File: config.mk
export PLATFORM = sky130hd
export DESIGN_NAME = uart_rx_os
export DESIGN_NICKNAME = d
export VERILOG_FILES = /design/src/rtl/uart_rx_os.sv
export SDC_FILE = /design/constraint.sdc
export NUM_CORES = 1
export LEC_CHECK = 0
export ABC_CLOCK_PERIOD_IN_PS = 4400
export BUFFER_PORTS_ARGS = -buffer_cell sky130_fd_sc_hd__buf_2
export CORE_MARGIN = 4
export CORE_UTILIZATION = 55
export DETAILED_ROUTE_END_ITERATION = 12
export GPL_TIMING_DRIVEN = 0
export PLACE_DENSITY = 0.83
export SKIP_CTS_REPAIR_TIMING = 1
export SYNTH_ARGS = -nofsm -noshare
export SYNTH_HDL_FRONTEND = slang
export SYNTH_SLANG_ARGS = --single-unit
File: constraint.sdc
create_clock -name clk -period 4.4 [get_ports clk]
set_input_delay 0.66 -clock clk [delete_from_list [all_inputs] [get_ports clk]]
set_output_delay 0.66 -clock clk [all_outputs]
set_load 0.02 [all_outputs]
File: src/rtl/uart_rx_os.sv
`default_nettype none
// ============================================================================
//  Module   : uart_rx_os
//  Purpose  : Oversampling UART receiver. Fractional baud tick generator,
//             two-flop input synchroniser, 3-sample majority vote per bit,
//             configurable data/parity/stop format, false-start rejection,
//             per-frame error flags and a small first-word-fall-through FIFO
//             with a valid/ready output handshake.
//  Ports    : clk        - system clock, rising edge
//             rst_n      - asynchronous active-low reset
//             rx         - asynchronous serial line, idles high
//             rx_data    - data field of the FIFO head entry
//             rx_valid   - FIFO not empty
//             rx_ready   - consumer accepts head entry when rx_valid is high
//             frame_err  - head entry had a stop bit sampled low
//             parity_err - head entry failed its parity check
//             overrun    - one-clock pulse when a finished frame is dropped
//  Revision : 1.0 - initial release
// ============================================================================
module uart_rx_os #(
    parameter int CLKFREQ    = 27000000,
    parameter int BAUD       = 115200,
    parameter int OVERSAMPLE = 16,
    parameter int DATA_BITS  = 8,
    parameter int PARITY     = 0,
    parameter int STOP_BITS  = 1,
    parameter int FIFO_DEPTH = 4
) (
    input  logic                 clk,
    input  logic                 rst_n,
    input  logic                 rx,
    output logic [DATA_BITS-1:0] rx_data,
    output logic                 rx_valid,
    input  logic                 rx_ready,
    output logic                 frame_err,
    output logic                 parity_err,
    output logic                 overrun
);

    localparam logic [31:0] C_INC  = 32'(BAUD * OVERSAMPLE);
    localparam logic [31:0] C_CLK  = 32'(CLKFREQ);
    localparam int          C_SW   = $clog2(OVERSAMPLE);
    localparam int          C_BW   = $clog2(DATA_BITS);
    localparam int          C_AW   = $clog2(FIFO_DEPTH);
    localparam int          C_EW   = DATA_BITS + 2;
    localparam logic [C_SW-1:0] C_S_LO  = C_SW'(OVERSAMPLE / 2 - 1);
    localparam logic [C_SW-1:0] C_S_MID = C_SW'(OVERSAMPLE / 2);
    localparam logic [C_SW-1:0] C_S_HI  = C_SW'(OVERSAMPLE / 2 + 1);
    localparam logic [C_SW-1:0] C_S_END = C_SW'(OVERSAMPLE - 1);
    localparam logic [C_BW-1:0] C_B_END = C_BW'(DATA_BITS - 1);
    localparam logic            C_STOP_LAST = 1'(STOP_BITS - 1);
    // Required XOR of data and parity bit: 1 for odd parity, 0 for even.
    localparam logic            C_PAR_ODD   = (PARITY == 1);

    typedef enum logic [2:0] {
        S_IDLE   = 3'd0,
        S_START  = 3'd1,
        S_DATA   = 3'd2,
        S_PARITY = 3'd3,
        S_STOP   = 3'd4
    } state_t;

    // ------------------------------------------------------------------
    // Synchroniser and fractional tick generator
    // ------------------------------------------------------------------
    logic        rx_meta_q, rx_s_q;
    logic [31:0] acc_q, acc_d;
    logic [31:0] w_sum;
    logic        w_tick;

    assign w_sum  = acc_q + C_INC;
    assign w_tick = (w_sum >= C_CLK);
    assign acc_d  = w_tick ? (w_sum - C_CLK) : w_sum;

    always_ff @(posedge clk or negedge rst_n) begin
        if (!rst_n) begin
            rx_meta_q <= 1'b1;
            rx_s_q    <= 1'b1;
            acc_q     <= '0;
        end else begin
            rx_meta_q <= rx;
            rx_s_q    <= rx_meta_q;
            acc_q     <= acc_d;
        end
    end

    // ------------------------------------------------------------------
    // Receive FSM
    // ------------------------------------------------------------------
    state_t               state_q, state_d;
    logic [C_SW-1:0]      scnt_q, scnt_d;
    logic [C_BW-1:0]      bcnt_q, bcnt_d;
    logic                 stopc_q, stopc_d;
    logic                 smp0_q, smp0_d;
    logic                 smp1_q, smp1_d;
    logic [DATA_BITS-1:0] shift_q, shift_d;
    logic                 ferr_q, ferr_d;
    logic                 perr_q, perr_d;

    logic [C_SW-1:0]      w_scnt_nxt;
    logic                 w_vote;
    logic                 w_push;
    logic [C_EW-1:0]      w_push_entry;

    // scnt holds the index of the last tick processed inside the current bit.
    assign w_scnt_nxt = (scnt_q == C_S_END) ? '0 : scnt_q + 1'b1;
    // Third sample is the live synchronised line at the vote tick.
    assign w_vote = (smp0_q & smp1_q) | (smp0_q & rx_s_q) | (smp1_q & rx_s_q);
    // A low final stop-bit vote is folded into the entry being pushed.
    assign w_push_entry = {perr_q, ferr_q | ~w_vote, shift_q};

    always_ff @(posedge clk or negedge rst_n) begin
        if (!rst_n) begin
            state_q <= S_IDLE;
            scnt_q  <= '0;
            bcnt_q  <= '0;
            stopc_q <= 1'b0;
            smp0_q  <= 1'b0;
            smp1_q  <= 1'b0;
            shift_q <= '0;
            ferr_q  <= 1'b0;
            perr_q  <= 1'b0;
        end else begin
            state_q <= state_d;
            scnt_q  <= scnt_d;
            bcnt_q  <= bcnt_d;
            stopc_q <= stopc_d;
            smp0_q  <= smp0_d;
            smp1_q  <= smp1_d;
            shift_q <= shift_d;
            ferr_q  <= ferr_d;
            perr_q  <= perr_d;
        end
    end

    always_comb begin
        state_d = state_q;
        scnt_d  = scnt_q;
        bcnt_d  = bcnt_q;
        stopc_d = stopc_q;
        smp0_d  = smp0_q;
        smp1_d  = smp1_q;
        shift_d = shift_q;
        ferr_d  = ferr_q;
        perr_d  = perr_q;
        w_push  = 1'b0;

        if (w_tick) begin
            if (state_q == S_IDLE) begin
                // The detecting tick is sample 0 of the start bit.
                if (!rx_s_q) begin
                    state_d = S_START;
                    scnt_d  = '0;
                    bcnt_d  = '0;
                    stopc_d = 1'b0;
                    shift_d = '0;
                    ferr_d  = 1'b0;
                    perr_d  = 1'b0;
                end
            end else begin
                scnt_d = w_scnt_nxt;
                if (w_scnt_nxt == C_S_LO)  smp0_d = rx_s_q;
                if (w_scnt_nxt == C_S_MID) smp1_d = rx_s_q;

                case (state_q)
                    S_START: begin
                        if (w_scnt_nxt == C_S_HI && w_vote) begin
                            state_d = S_IDLE;
                        end else if (w_scnt_nxt == C_S_END) begin
                            state_d = S_DATA;
                        end
                    end
                    S_DATA: begin
                        if (w_scnt_nxt == C_S_HI) begin
                            shift_d = {w_vote, shift_q[DATA_BITS-1:1]};
                        end
                        if (w_scnt_nxt == C_S_END) begin
                            if (bcnt_q == C_B_END) begin
                                bcnt_d  = '0;
                                state_d = (PARITY != 0) ? S_PARITY : S_STOP;
                            end else begin
                                bcnt_d = bcnt_q + 1'b1;
                            end
                        end
                    end
                    S_PARITY: begin
                        if (w_scnt_nxt == C_S_HI) begin
                            if (((^shift_q) ^ w_vote) != C_PAR_ODD) perr_d = 1'b1;
                        end
                        if (w_scnt_nxt == C_S_END) state_d = S_STOP;
                    end
                    S_STOP: begin
                        if (w_scnt_nxt == C_S_HI) begin
                            if (!w_vote) ferr_d = 1'b1;
                            // Leave at mid-bit so the next start edge is not missed.
                            if (stopc_q == C_STOP_LAST) begin
                                w_push  = 1'b1;
                                state_d = S_IDLE;
                            end
                        end
                        if (w_scnt_nxt == C_S_END) stopc_d = 1'b1;
                    end
                    default: state_d = S_IDLE;
                endcase
            end
        end
    end

    // ------------------------------------------------------------------
    // FIFO: pointers carry one wrap bit to tell full from empty
    // ------------------------------------------------------------------
    logic [C_EW-1:0] mem_q [FIFO_DEPTH];
    logic [C_AW:0]   wptr_q, rptr_q;
    logic            overrun_q;
    logic            w_empty, w_full, w_pop, w_wr;

    assign w_empty = (wptr_q == rptr_q);
    assign w_full  = (wptr_q[C_AW] != rptr_q[C_AW]) &&
                     (wptr_q[C_AW-1:0] == rptr_q[C_AW-1:0]);
    assign w_pop   = !w_empty && rx_ready;
    // On a full FIFO a simultaneous pop frees the slot being written.
    assign w_wr    = w_push && (!w_full || w_pop);

    always_ff @(posedge clk or negedge rst_n) begin
        if (!rst_n) begin
            wptr_q    <= '0;
            rptr_q    <= '0;
            overrun_q <= 1'b0;
            for (int i = 0; i < FIFO_DEPTH; i++) begin
                mem_q[i] <= '0;
            end
        end else begin
            overrun_q <= w_push && w_full && !w_pop;
            if (w_wr) begin
                mem_q[wptr_q[C_AW-1:0]] <= w_push_entry;
                wptr_q <= wptr_q + 1'b1;
            end
            if (w_pop) begin
                rptr_q <= rptr_q + 1'b1;
            end
        end
    end

    assign rx_valid = !w_empty;
    assign {parity_err, frame_err, rx_data} = mem_q[rptr_q[C_AW-1:0]];
    assign overrun  = overrun_q;

endmodule
`default_nettype wire

==> results.tsv <==
metric	value	unit
Cells after DPL	654	
Synth Net Count	523	
Slew Viols, Final	0	
largest net degree at the start of global routing	53	
crit-path cells	buf_2 -> nor3_2 -> o21ai_1 -> a2111oi_0 -> o31ai_1 -> nor2_2 -> and2_1 -> buf_2 -> buf_2 -> nor3_1 -> o31ai_1	
number of I/O port buffers	15	
crit path launch type	flip-flop	
syn avg cell area	11.0	um^2
total CTS buffers	9	
vias in the first global route	4068	
gr usage total	21.3	%
fin nets	550	
DR WL/cell	17.2	um
Initial Util	56.5	%
row cnt	36	
total power	1.78	mW
count leader, synth	dfrtp_1	
Leak	2.70	nW
layout cells sized above 1	19.7	%
Crit path top cell by count	buf_2	
outcome	finished clean	
vias per cell	6.01	
share of the synthesized area in the top cell type	43.3	%
Vias	4028	
unrepaired setup endpoints after global routing	no	
CP endpoint kind	flip-flop	
final hold violations	0	
Rel. slew slack	39.6	%
Core ar.	0.00982	mm^2
Finished Core Util	61.4	%
Cell Count, Final, Fillers Out	670	
Worst Path Arrival	4030	ps
Residual DRC	0	
Crit path largest cell delay	620	ps
MaxCap Viol Count	0	
fmax	267	MHz
P per Cell Area	295	mW/mm^2
Setup Skew	13.2	ps
worst-skew pair later-pin latency	380	ps
YS warnings	0	
Top FF cell, synth	dfrtp_1	
Cell variety after synth	71	
post-route setup slack	648	ps
Min Clock Period, post-route	3750	ps
H-Tree Depth	3	
Setup WS pre-CTS	762	ps
GP Congestion	0.889	
hpwl dp	8.06	mm
Slowest-stage cell, CP	a2111oi_0	
gate count of the mapped netlist	505	
FFs w/ async S/R, synth	100	%
post-route cell area	0.00603	mm^2
first-pass GRT wire length	19.7	mm
clk sinks	98	
Top Ports	16	
initial drt markers	288	
buffer depth of the longest clock path	2	
initial antenna violation count	0	
post-synthesis sequential area ratio	44.2	%
Worst Tran Pin Value	906	ps
CTS tree	done	
critical path fanouts, max	10	
synth top area cells	dfrtp_1, mux2_2, xnor2_1	
Diodes inserted	0	
Final period util	85.3	%
Yosys reg bits	98	
die height	108	um
most frequent cells after synthesis	dfrtp_1, xnor2_1, mux2_2, nor2_1, nand2_1	
Crit Path Class	reg2reg	
Fin Setup TNS	0	ps
Routed WL	11.5	mm
CTS clk-pin slew, worst paths	110	ps
die width	108	um
DR pass1 iterations	5	
Hold/Removal Path Class	in2async	
Post-Syn Area	0.00555	mm^2
die area	0.0118	mm^2
Required @ worst endpoint	4680	ps
Post-synth EDFFs	0	
hold_ws	307	ps
Clock Root Buffer	clkbuf_8	
Max IR drop VDD	0.195	mV
Final Setup Violations	0	
post-route ant nets	0	
leading area contributor after synthesis	dfrtp_1	
post-place instance area	0.00582	mm^2
Layout area overhead	8.63	%
GRT overflow	0	
==> state kept, by name (all words and copies together), names as in the netlist, 3 cells and up <==
name     count
mem_q       40
shift_q      8
bcnt_q       3
rptr_q       3
scnt_q       4
wptr_q       3
acc_q       26
state_q      3
==> routing by layer <==
metal	up-vias	GRT usage [%]	routed length (um)
met3	21	3.94	495
li1	1874	-	-
met4	0	6.49	170
met2	128	36.7	6010
met1	2005	27.3	4850
met5	-	0	0
==> layout by cell type, fill, tap and decap left out, types with 14 or more instances in the layout <==
cell	synthesis	layout
nor2b_1	14	14
ha_1	14	14
o21ai_0	16	16
a21oi_1	19	19
mux2_2	34	34
nor3_1	14	14
nor2_1	27	27
inv_1	15	15
mux2_1	22	22
buf_2	11	25
nand2_1	26	26
xnor2_1	36	36
dfrtp_1	96	96
==> worst max-delay path, delay by kind of cell, from the launching register on <==
family,cells,cell delay [ps]
compound gates,4,1440
buf+inv,3,780
flops,1,380
simple gates,4,1050
==> cells by family after synthesis <==
kind of cell	Yosys count	share of synthesized area (%)
xor+xnor	49	7.73
compound gates	87	11.2
flops	98	44.2
buf+inv	40	3.11
simple gates	148	14.6
mux	68	15.8
fa+ha+maj	15	3.34
==> area by class of cell <==
type	count	area, um^2
well taps	133	166
clock inverters	7	83.8
plain buffers	25	116
clock buffers	9	124
fillers	815	3790
flip-flops and latches	98	2450
inverters	15	56.3
repair buffers	16	105
multi-input cells	367	2920
==> final timing paths <==
check	cells after the start	slack [ps]	to	from
worst max-delay path	11	650	acc_q[27]	acc_q[18]
worst min-delay path	1	310	mem_q[16]	rst_n
worst max register to register	11	650	acc_q[27]	acc_q[18]
worst min register to register	0	360	rx_s_q	rx_meta_q
max in group asynchronous	2	3430	rptr_q[1]	rst_n
min in group clk	0	360	rx_s_q	rx_meta_q
==> power breakdown <==
part / switching [mW] / internal (mW) / total, mW
clock network: 0.372 / 0.230 / 0.602
registers: 0.0301 / 0.922 / 0.952
logic: 0.132 / 0.0940 / 0.226
(Power assumes the default switching activity.)
